[config.mk]
export PLATFORM = sky130hd
export DESIGN_NAME = alu_share_arbiter
export DESIGN_NICKNAME = d
export VERILOG_FILES = /design/src/rtl/alu_pkg.sv /design/src/rtl/rr_arbiter.sv /design/src/rtl/alu_share_arbiter.sv
export SDC_FILE = /design/constraint.sdc
export NUM_CORES = 1
export LEC_CHECK = 0
export BUFFER_PORTS_ARGS = -buffer_cell sky130_fd_sc_hd__buf_2
export CORE_ASPECT_RATIO = 0.5
export CORE_MARGIN = 2
export CORE_UTILIZATION = 43
export CTS_BUF_LIST = sky130_fd_sc_hd__clkbuf_8 sky130_fd_sc_hd__clkbuf_16
export DETAILED_ROUTE_END_ITERATION = 8
export HOLD_SLACK_MARGIN = 0.06
export MAX_ROUTING_LAYER = met4
export PLACE_DENSITY_LB_ADDON = 0.05
export REMOVE_ABC_BUFFERS = 1
export SETUP_SLACK_MARGIN = 0.5
export SYNTH_ARGS = -nofsm -noshare
export SYNTH_HDL_FRONTEND = slang
export SYNTH_SLANG_ARGS = --single-unit
[constraint.sdc]
create_clock -name clk -period 1.72 [get_ports clk]
set_clock_uncertainty 0.15 [all_clocks]
set_input_delay 0.258 -clock clk [delete_from_list [all_inputs] [get_ports clk]]
set_output_delay 0.258 -clock clk [all_outputs]
set_load 0.02 [all_outputs]
[src/rtl/alu_pkg.sv]
// Shared definitions for the ALU sharing arbiter: ALU opcodes and FSM state encoding.
package alu_pkg;

    localparam logic [3:0] ALU_AND = 4'd0;
    localparam logic [3:0] ALU_OR  = 4'd1;
    localparam logic [3:0] ALU_NOR = 4'd2;
    localparam logic [3:0] ALU_ADD = 4'd3;
    localparam logic [3:0] ALU_MOV = 4'd4;

    localparam logic [1:0] ST_IDLE = 2'd0;
    localparam logic [1:0] ST_EXEC = 2'd1;
    localparam logic [1:0] ST_RESP = 2'd2;

endpackage

[src/rtl/rr_arbiter.sv]
// Round-robin winner select: combinational one-hot grant from a request vector,
// searching upward from ptr with wrap-around. Reusable for any shared resource.
module rr_arbiter #(
    parameter int N = 2
) (
    input  logic [N-1:0]                          req,
    input  logic [((N > 1) ? $clog2(N) : 1)-1:0]  ptr,
    output logic [N-1:0]                          grant,
    output logic [((N > 1) ? $clog2(N) : 1)-1:0]  grant_idx,
    output logic                                  any
);

    localparam int PW = (N > 1) ? $clog2(N) : 1;
    localparam logic [PW:0] N_EXT = (PW + 1)'(N);

    // first requester found at ptr, ptr+1, ... (mod N) wins
    always_comb begin : search
        logic [PW:0]   sum;
        logic [PW-1:0] idx;
        grant     = '0;
        grant_idx = '0;
        any       = 1'b0;
        sum       = '0;
        idx       = '0;
        for (int i = 0; i < N; i++) begin
            sum = {1'b0, ptr} + (PW + 1)'(i);
            if (sum >= N_EXT) begin
                sum = sum - N_EXT;
            end
            idx = sum[PW-1:0];
            if (!any && req[idx]) begin
                any        = 1'b1;
                grant[idx] = 1'b1;
                grant_idx  = idx;
            end
        end
    end

endmodule

[src/rtl/alu_share_arbiter.sv]
// Shares one combinational ALU between NUM_REQ requesters with round-robin grant,
// registered operands and a registered result returned with the requester ID.
// Optional feature macro: ALU_ARB_LOCK_EN (req_lock keeps priority with the winner).
//
//  state | meaning
//  ------+------------------------------------------------------------
//  IDLE  | req_ready = arbiter winner; accept latches op/A/B/id
//  EXEC  | latched operands drive the ALU; result captured at the edge
//  RESP  | rsp_valid high, rsp_* held until rsp_ready
module alu_share_arbiter
    import alu_pkg::*;
#(
    parameter int NUM_REQ = 2,
    parameter int DATA_W  = 32,
    parameter int OP_W    = 4
) (
    input  logic                         clk,
    input  logic                         reset,
    input  logic [NUM_REQ-1:0]           req_valid,
    output logic [NUM_REQ-1:0]           req_ready,
    input  logic [NUM_REQ*OP_W-1:0]      req_op,
    input  logic [NUM_REQ*DATA_W-1:0]    req_a,
    input  logic [NUM_REQ*DATA_W-1:0]    req_b,
    input  logic [NUM_REQ-1:0]           req_lock,
    output logic [OP_W-1:0]              alu_op,
    output logic [DATA_W-1:0]            alu_a,
    output logic [DATA_W-1:0]            alu_b,
    input  logic [DATA_W-1:0]            alu_result,
    input  logic                         alu_zero,
    output logic                         rsp_valid,
    input  logic                         rsp_ready,
    output logic [$clog2(NUM_REQ)-1:0]   rsp_id,
    output logic [DATA_W-1:0]            rsp_result,
    output logic                         rsp_zero
);

    localparam int ID_W = $clog2(NUM_REQ);

    logic [1:0]         state;
    logic [ID_W-1:0]    ptr;
    logic [ID_W-1:0]    ptr_next;
    logic [ID_W-1:0]    win_idx;
    logic [ID_W-1:0]    id_q;
    logic [NUM_REQ-1:0] grant;
    logic               win_any;
    logic               accept;
    logic               hold_ptr;
    logic [OP_W-1:0]    op_q;
    logic [OP_W-1:0]    op_mux;
    logic [DATA_W-1:0]  a_q;
    logic [DATA_W-1:0]  b_q;
    logic [DATA_W-1:0]  a_mux;
    logic [DATA_W-1:0]  b_mux;

    rr_arbiter #(.N(NUM_REQ)) u_rr (
        .req       (req_valid),
        .ptr       (ptr),
        .grant     (grant),
        .grant_idx (win_idx),
        .any       (win_any)
    );

    assign accept    = (state == ST_IDLE) && win_any;
    // Gated by reset so requesters never see an accept while the block is held in reset.
    assign req_ready = ((state == ST_IDLE) && reset) ? grant : '0;
    assign rsp_valid = (state == ST_RESP);
    assign alu_op    = op_q;
    assign alu_a     = a_q;
    assign alu_b     = b_q;

`ifdef ALU_ARB_LOCK_EN
    assign hold_ptr = req_lock[win_idx];
`else
    logic lock_unused;
    assign hold_ptr    = 1'b0;
    assign lock_unused = ^req_lock;
`endif

    // operand select from the one-hot grant
    always_comb begin
        op_mux = '0;
        a_mux  = '0;
        b_mux  = '0;
        for (int i = 0; i < NUM_REQ; i++) begin
            if (grant[i]) begin
                op_mux = req_op[i*OP_W +: OP_W];
                a_mux  = req_a[i*DATA_W +: DATA_W];
                b_mux  = req_b[i*DATA_W +: DATA_W];
            end
        end
    end

    // next round-robin pointer: one past the winner, or the winner itself while locked
    always_comb begin
        if (win_idx == ID_W'(NUM_REQ - 1)) begin
            ptr_next = '0;
        end else begin
            ptr_next = win_idx + 1'b1;
        end
        if (hold_ptr) begin
            ptr_next = win_idx;
        end
    end

    // control FSM and arbitration pointer
    always_ff @(posedge clk or negedge reset) begin
        if (!reset) begin
            state <= ST_IDLE;
            ptr   <= '0;
        end else begin
            case (state)
                ST_IDLE: begin
                    if (accept) begin
                        state <= ST_EXEC;
                        ptr   <= ptr_next;
                    end
                end
                ST_EXEC: state <= ST_RESP;
                ST_RESP: begin
                    if (rsp_ready) begin
                        state <= ST_IDLE;
                    end
                end
                default: state <= ST_IDLE;
            endcase
        end
    end

    // operand latch on accept, result capture at the end of EXEC
    always_ff @(posedge clk or negedge reset) begin
        if (!reset) begin
            op_q       <= '0;
            a_q        <= '0;
            b_q        <= '0;
            id_q       <= '0;
            rsp_id     <= '0;
            rsp_result <= '0;
            rsp_zero   <= 1'b0;
        end else begin
            if (accept) begin
                op_q <= op_mux;
                a_q  <= a_mux;
                b_q  <= b_mux;
                id_q <= win_idx;
            end
            if (state == ST_EXEC) begin
                rsp_id     <= id_q;
                rsp_result <= alu_result;
                rsp_zero   <= alu_zero;
            end
        end
    end

endmodule
==> run summary, run 1 <==
The max-slew headroom at the worst pin is 72.25%. The delay of the slowest cell on the worst path is ~0.43 ns. The count of nets left with antenna violations once routing finished came out at 0.

The worst hold path passes through 3 cells. The number of buffers and inverters on the critical path is 2. Of the cells placed in the final design, the portion with a size suffix greater than 1 is 54.22%.

The class of the most critical hold timing path is in -> reg. By area the synthesized netlist is led by dfrtp_1 59%, a221o_1 15%, mux2_2 8.5%. Before CTS, the worst setup slack after placement is 0.07606 ns. The number of antenna violations at the first check in global routing is 1. The placed instances occupy a cell area of about 6100 µm².

Before antenna repair, the detailed router went through 4 iterations. The number of warning messages in the yosys log is 0. After detailed routing, the number of remaining DRC violations is 0. The worst endpoint required time came out at ~1.3 ns. The longest clock path from root to sink contains 2 buffers.

The post-synthesis sequential area ratio is 58.66%. The post-detailed-route wirelength per cell came out at approximately 22 µm. The number of input and output port buffers inserted came out at around 280. The worst setup path is of the reg -> out kind.

The arrival time at the worst endpoint came out at around 1.4 ns. The worst-skew pair later-pin latency came out at roughly 0.36 ns. Once placement completed, the tool counted placed cells totaling between 700 and 800. The flip-flop and latch count after synthesis is between 100 and 150. The total design power came out at around 0.017 W. Setup slack on the worst reg-to-reg path comes out at -0.11 ns. The proportion of netlist area held by the largest area contributor came out at between 50% and 60%.

Among the stages of the critical path, the cell type that occurs most often is buf_6. The worst hold-check slack came out at between 0.07 and 0.08 ns. The worst path uses 107.0% of the clock period.

Dividing the synthesized area by the synthesized cell count gives about 14 µm². At the end of routability-driven placement, the weighted congestion stood at approximately 0.82. After technology mapping, the gate count stands at 328.

STA classifies the critical path startpoint as a register. The H-tree level count is 3. The number of endpoints failing setup at the final stage is 70. Entering global routing, the biggest net connects roughly 70 pins.

Measured along the y axis, the die boundary spans between 70 and 80 µm. The floorplan step defined a die boundary enclosing 11400 µm². The clock-pin slew reported for the worst setup and hold paths after clock tree synthesis came out at about 0.080 ns. The run finished, with violations left.

The depth of the most critical reg-to-reg path is 6. Buffers inserted during clock tree synthesis total 9. The first routing iteration left 377 violations.

The checks that failed: setup timing. The worst-margin pin slew is just over 0.4 ns. The critical path runs through a total of 4 cells. The tool flagged a number of max-cap violations equal to 0. The number of clock sinks is approximately 110.

The global-route wire length before repair came out at 25.94 mm. For this run, the top clock speed supported by timing is 543.2 MHz. The power per standard cell area came out at between 1500 and 2000 nW/µm².

The detailed placer's ending HPWL is 8.936 mm. The core area came out at 10210 µm². The critical path goes through nor2_4 -> buf_6 -> and3_4 -> buf_6. The clock tree from TritonCTS is yes. STA classifies the critical path endpoint as a primary output. The number of placement rows is 26.

Fill cells in the final layout number 460. The area of the multi-input gates came out at roughly 1800 µm². Among all stages on the critical path, the largest delay is contributed by dfrtp_1. The total wirelength of the detailed-routed design came out at between 20 and 25 mm. The count of cell types in the netlist came out at 20. The time the worst path needs with I/O delays and setup is between 1.5 and 2 ns.

The die outline width is ~150 µm. The number of nets in the layout came out at ~940. The number of hold violations in the final report is 0. Summed over all cells, the static leakage comes to between 4 and 5 nW. The number of global-route vias before repair is roughly 5000. The count of boundary I/O pins is 281.

The initial core utilization is between 40% and 50%. The cell type with the largest total area after synthesis is dfrtp_1. The post-route cell area is 8986 µm². Compared with the post-synthesis result, the final layout area differs by 98.73%. The via count is 5090. Clock tree synthesis selected as its root buffer the cell clkbuf_16.

Dividing the detail-routed via count by the number of cells gives 5.581. The maximum fanout along the worst path came out at 3. The max-slew violation count came out at 0. Summing all flip-flop and latch instances after layout gives about 2700 µm².

The worst-case IR drop observed on VDD is just over 0.9 mV. Global routing consumed, over all layers together, 29.99% of the routing resources. The kind of cell with the highest combined delay along the critical path is flip-flops.

The final cell count without fillers is ~910. The final critical-path setup slack came out at -0.1209 ns. The cell area after synthesis is 4522 µm². Setup repair after global routing could not meet its margin everywhere. The total congestion overflow after global routing is 0.
## cell usage in the layout, fill, tap and decap left out, types with 2 or more instances in the layout
master and count:
and4_1 24, a221o_1 68, and3_4 2, clkbuf_16 12
mux2_4 34, clkbuf_8 2, dfrtp_1 106, buf_16 4
nand2b_4 2, buf_6 118, buf_12 8, inv_6 2
buf_4 52, buf_8 2, buf_2 172, and3_1 45
inv_1 3, dlygate4sd3_1 103
## cells in the mapped netlist
library cell,number
a21boi_1,1
buf_6,7
o21ai_2,1
a21o_1,1
a21oi_1,1
nor2_4,1
clkbuf_1,15
nand2b_4,1
dfrtp_1,106
nand2b_1,2
a221o_1,68
and3_4,1
o21ai_0,1
and2_1,1
inv_1,3
and4_1,24
buf_4,1
and3_1,46
buf_2,13
mux2_2,34
## power breakdown
group	switching, W	leakage (nW)	internal, W
clock	0.00103	0.159	0.00124
combinational	0.00451	3.22	0.00585
sequential	0.00107	1.28	0.00375
## path summary, 6_finish.rpt
check | endpoint | from
max | req_ready[0] | state[1]
min | alu_b[4] | req_b[4]
max reg2reg | alu_a[8] | state[1]
min reg2reg | id_q | id_q
max in group asynchronous | alu_b[12] | reset
min in group asynchronous | ptr | reset
## registers in the layout, summed over array words and instances (netlist names)
name / flops
alu_a: 32
alu_b: 32
rsp_result: 32
alu_op: 4
state: 2
id_q: 1
ptr: 1
rsp_id: 1
rsp_zero: 1
## metrics by stage
step                utilization (%)  TNS [ns]
CTS                           81.30   -0.3962
global route                  87.97    -7.873
floorplan                         -    -61.62
detailed placement            60.08         0
global placement              60.08         0
finish                        87.97    -4.917
## final cells by class
class	count	area share, %
diodes	1	0.02785
clock buffers	11	2.813
clock inverters	5	0.7519
inverters	3	0.1253
multi-input cells	183	20.09
flip-flops and latches	106	29.52
well taps	140	1.949
repair buffers	463	44.72
## tightest hold or removal path, stage by stage
cell and delay, ns:
buf_2 0.07, and3_1 0.13, a221o_1 0.09
## what timing repair did
| action | in CTS | in global routing |
|---|---|---|
| hold buffers | 103 | 0 |
| cloned | 6 | 4 |
| pin swaps | 3 | 3 |
| resized for setup | 149 | 120 |
| buffers inserted | 23 | 30 |
| endpoints found under the hold margin | 208 | 0 |
| endpoints found under the setup margin | 210 | 281 |
## logic make-up (layout without fill, tap and decap cells)
logic type             after synthesis  in the layout  synth area share, %
buffers and inverters               39            482                4.842
multiplexers                        34             34                8.467
AND/OR/NAND/NOR                     76             76                12.23
AO/OA/AOI/OAI                       73             73                15.80
flip-flops                         106            106                58.66
other                                0              1                    0
## metal layers
metal  GRT usage (%)  wire [µm]  part of all wire (%)
met5               -          0                     0
met3           7.066       1359                   6.8
met1           34.74       8007                    40
met2           51.89       9930                    50
met4           9.619        735                   3.7
Power figures use the tool's default switching activity.
==> run 2: changes to the inputs <==
--- a/config.mk
+++ b/config.mk
@@ -6,13 +6,13 @@
 export NUM_CORES = 1
 export LEC_CHECK = 0
 export BUFFER_PORTS_ARGS = -buffer_cell sky130_fd_sc_hd__buf_2
+export CAP_MARGIN = 10
 export CORE_ASPECT_RATIO = 0.5
 export CORE_MARGIN = 2
 export CORE_UTILIZATION = 43
 export CTS_BUF_LIST = sky130_fd_sc_hd__clkbuf_8 sky130_fd_sc_hd__clkbuf_16
 export DETAILED_ROUTE_END_ITERATION = 8
 export HOLD_SLACK_MARGIN = 0.06
-export MAX_ROUTING_LAYER = met4
 export PLACE_DENSITY_LB_ADDON = 0.05
 export REMOVE_ABC_BUFFERS = 1
 export SETUP_SLACK_MARGIN = 0.5
==> run 2 against run 1 <==
Compared with the run above: the flow still finishes with violations (setup timing); non-clock buffer count unchanged; final area is essentially flat; core utilization is essentially flat; hold slack gained 0.012 ns; largest cell class unchanged.
==> run summary, run 2 (same netlist as run 1, synthesis figures left out) <==
The fraction of power consumed by sequential logic is 27.6% (about the same). The global-route usage over all layers is 29.08% (-0.91 points). The clock network power share came out at 12.9% (about the same). The worst register-to-register path ends at alu_a[6]. The global-route wire length before repair is 25.86 mm (-0.32%).

The setup slack of the most critical reg-to-reg path came out at -0.14 ns (-0.03 ns). The clock-pin slew reported for the worst setup and hold paths after clock tree synthesis is 0.07 ns (about the same). The detailed-routing iteration count for the pre-antenna-repair pass came out at 5 (+1). The number of nets in the layout is 942 (unchanged). The highest ir drop seen on vdd came to 0.9198 mV (+0.23%). The max-slew headroom at the worst pin came out at 71.23% (-1.0 points).

The count of boundary I/O pins came out at 281 (unchanged). The via count is 5200 (+2.2%). The critical path starts at state[1].

The share of total power in combinational logic is 59.5% (about the same). The worst endpoint required time is 1.79 ns (+0.48 ns). The initial core utilization is 44.27% (unchanged). The number of endpoints failing setup at the final stage is 71 (+1.4%). The H-tree level count is 3 (unchanged). The critical path ends at alu_a[6]. The startpoint identified for the worst register-to-register timing path is state[1]. The net switching fraction of the power is 37.93% (+0.050 points). The depth of the most critical reg-to-reg path is 6 (unchanged). The number of input and output port buffers inserted is 278 (unchanged). The sum of negative setup slack came out at -5.614 ns (-0.6966 ns). The number of placement rows came out at 26 (unchanged). The area growth from synthesis to layout is 98.70% (about the same). The path class of the tightest hold or removal check is in -> reg. The total congestion overflow after global routing is 0 (unchanged). The detailed placer's ending HPWL is 8.936 mm (unchanged). The static leakage came to 4.671 nW (+0.16%).

In this run the most critical hold path is launched from req_b[25]. The buffer levels on the longest clock path is 2 (unchanged). The final clock period utilization by the worst path is 107.9% (+0.87 points). The type of element launching the critical path is a register. The iteration-0 DRC count of the detailed router is 370 (-1.9%). The final critical-path setup slack came to -0.1358 ns (-0.01495 ns). The utilization of the core after routing was 87.96% (about the same). The root buffer cell chosen for the clock tree is clkbuf_16.

The die outline width is 149.0 µm (unchanged). The time the worst path needs with I/O delays and setup is 1.856 ns (+0.01495 ns). The startpoint-to-endpoint class of the critical path is reg -> reg. The floorplan die area is 11400 µm² (unchanged). The upper clock frequency limit is 538.9 MHz (-0.81%). The number of hold violations in the final report is 0 (unchanged). The flow ran to the end, but the final reports show violations. Setup repair after global routing could not meet its margin everywhere. The number of buffers created by CTS is 9 (unchanged).

In the layout the commonest cells are 172 x buf_2, 117 x buf_6, 106 x dfrtp_1. The max-slew violation count came out at 0 (unchanged). The arrival time at the worst endpoint is 1.92 ns (+0.49 ns). The power per standard cell area is 1944 nW/µm² (+0.11%).

The internal power summed over all cells came out at 0.01084 W (about the same). The number of antenna violations at the first check in global routing was 1 (unchanged). The fill cell instance count of the final layout is 477 (+3.7%). The total wirelength of the detailed-routed design is 20.46 mm (+2.1%). The core area came out at 10210 µm² (unchanged). The detailed-route DRC error count is 0 (unchanged). The maximum fanout along the worst path is 26 (+23). The placer's final routability congestion estimate came out at 0.8070 (-1.4%). The final reports fail on setup timing. The post-detailed-route wirelength per cell is 22.43 µm (+2.1%). The net load switching power is 0.006623 W (+0.23%). The largest net degree at the start of global routing came out at 72 (unchanged). The type of destination of the critical path is a register. The residual antenna-violating net count after detailed routing came out at 0 (unchanged). The max-capacitance violation count is 0 (unchanged).

TritonCTS built the clock tree. The library cell used most frequently in the layout, excluding fill and tap cells, is buf_2. The via density per instance is 5.702 (+2.2%). The fraction of layout cells with a size suffix above 1 is 54.22% (unchanged). The number of clock sinks is 106 (unchanged). The number of global-route vias before repair is 5081 (+0.079%). The worst-skew pair later-pin latency was 0.35 ns (about the same). The chip height came out at 76.51 µm (unchanged). The worst-margin pin slew came to 0.4315 ns (+0.01663 ns).
run 2: changes by cell type in the layout (fill, tap and decap cells not counted):
cell,previous run,this run
dlygate4sd3_1,103,102
buf_4,52,53
buf_6,118,117
dlymetal6s4s_1,0,1
run 2: worst min-delay path by stage:
stage                     end  slack, ns  cells past startpoint
finish              alu_b[25]       0.08                      3
global route        alu_b[24]       0.09                      3
CTS                 alu_b[21]       0.07                      3
detailed placement  alu_b[17]       0.17                      2
global placement    alu_b[17]       0.17                      2
floorplan            alu_a[0]      -0.19                      0
run 2: area by class of cell:
type                       instances  area, µm²  share of cell area, %
antenna                            1      2.502                0.02785
clock buffer                      11      252.7                  2.813
clock inverter                     5      67.56                 0.7520
inverter                           3      11.26                 0.1253
multi-input combinational        183       1805                  20.09
sequential                       106       2653                  29.52
tap                              140      175.2                  1.950
timing repair buffer             463       4018                  44.72
run 2: what timing repair did:
item | in CTS | in global routing
setup buffers | 23 | 30
endpoints found under the setup margin | 210 | 281
gates resized for setup | 149 | 120
hold endpoints to repair | 208 | 0
pin swaps | 3 | 3
hold buffers | 103 | 0
gates cloned | 6 | 4
run 2: metrics by stage:
step	power [W]	std cells	hold slack, ns	instance area [µm²]	setup WS [ns]
final	0.01746	912	0.08422	8985	-0.1358
after floorplan	0.008239	292	-0.1876	4314	-0.8065
after global placement	0.01071	729	0.1727	6137	0.08439
after global routing	0.01814	912	0.08507	8985	-0.1839
after CTS	0.01519	877	0.07454	8304	-0.07738
after detailed placement	0.01080	729	0.1667	6137	0.07606
run 2: worst max-delay path: stages, from the launching register on:
cell and delay [ns]:
dfrtp_1 0.44, nor2_4 0.21, buf_6 0.15, buf_6 0.11, o21ai_4 0.09, buf_12 0.18, a221o_1 0.39
run 2: routing by layer:
| layer | routed length [µm] | share of wire, % | track usage [%] |
|---|---|---|---|
| met1 | 7682 | 38 | 34.23 |
| met3 | 1624 | 7.9 | 7.545 |
| met2 | 10050 | 49 | 51.80 |
| met4 | 1104 | 5.4 | 9.905 |
| met5 | 0 | 0 | 0 |
run 2: power groups by stage:
| stage | logic [W] | registers, W | clock network [W] |
|---|---|---|---|
| floorplan | 0.00239 | 0.00585 | 0 |
| global route | 0.0108 | 0.00493 | 0.00237 |
| global placement | 0.00635 | 0.00436 | 0 |
| CTS | 0.00844 | 0.00452 | 0.00223 |
| detailed placement | 0.00644 | 0.00436 | 0 |
| finish | 0.0104 | 0.00482 | 0.00225 |
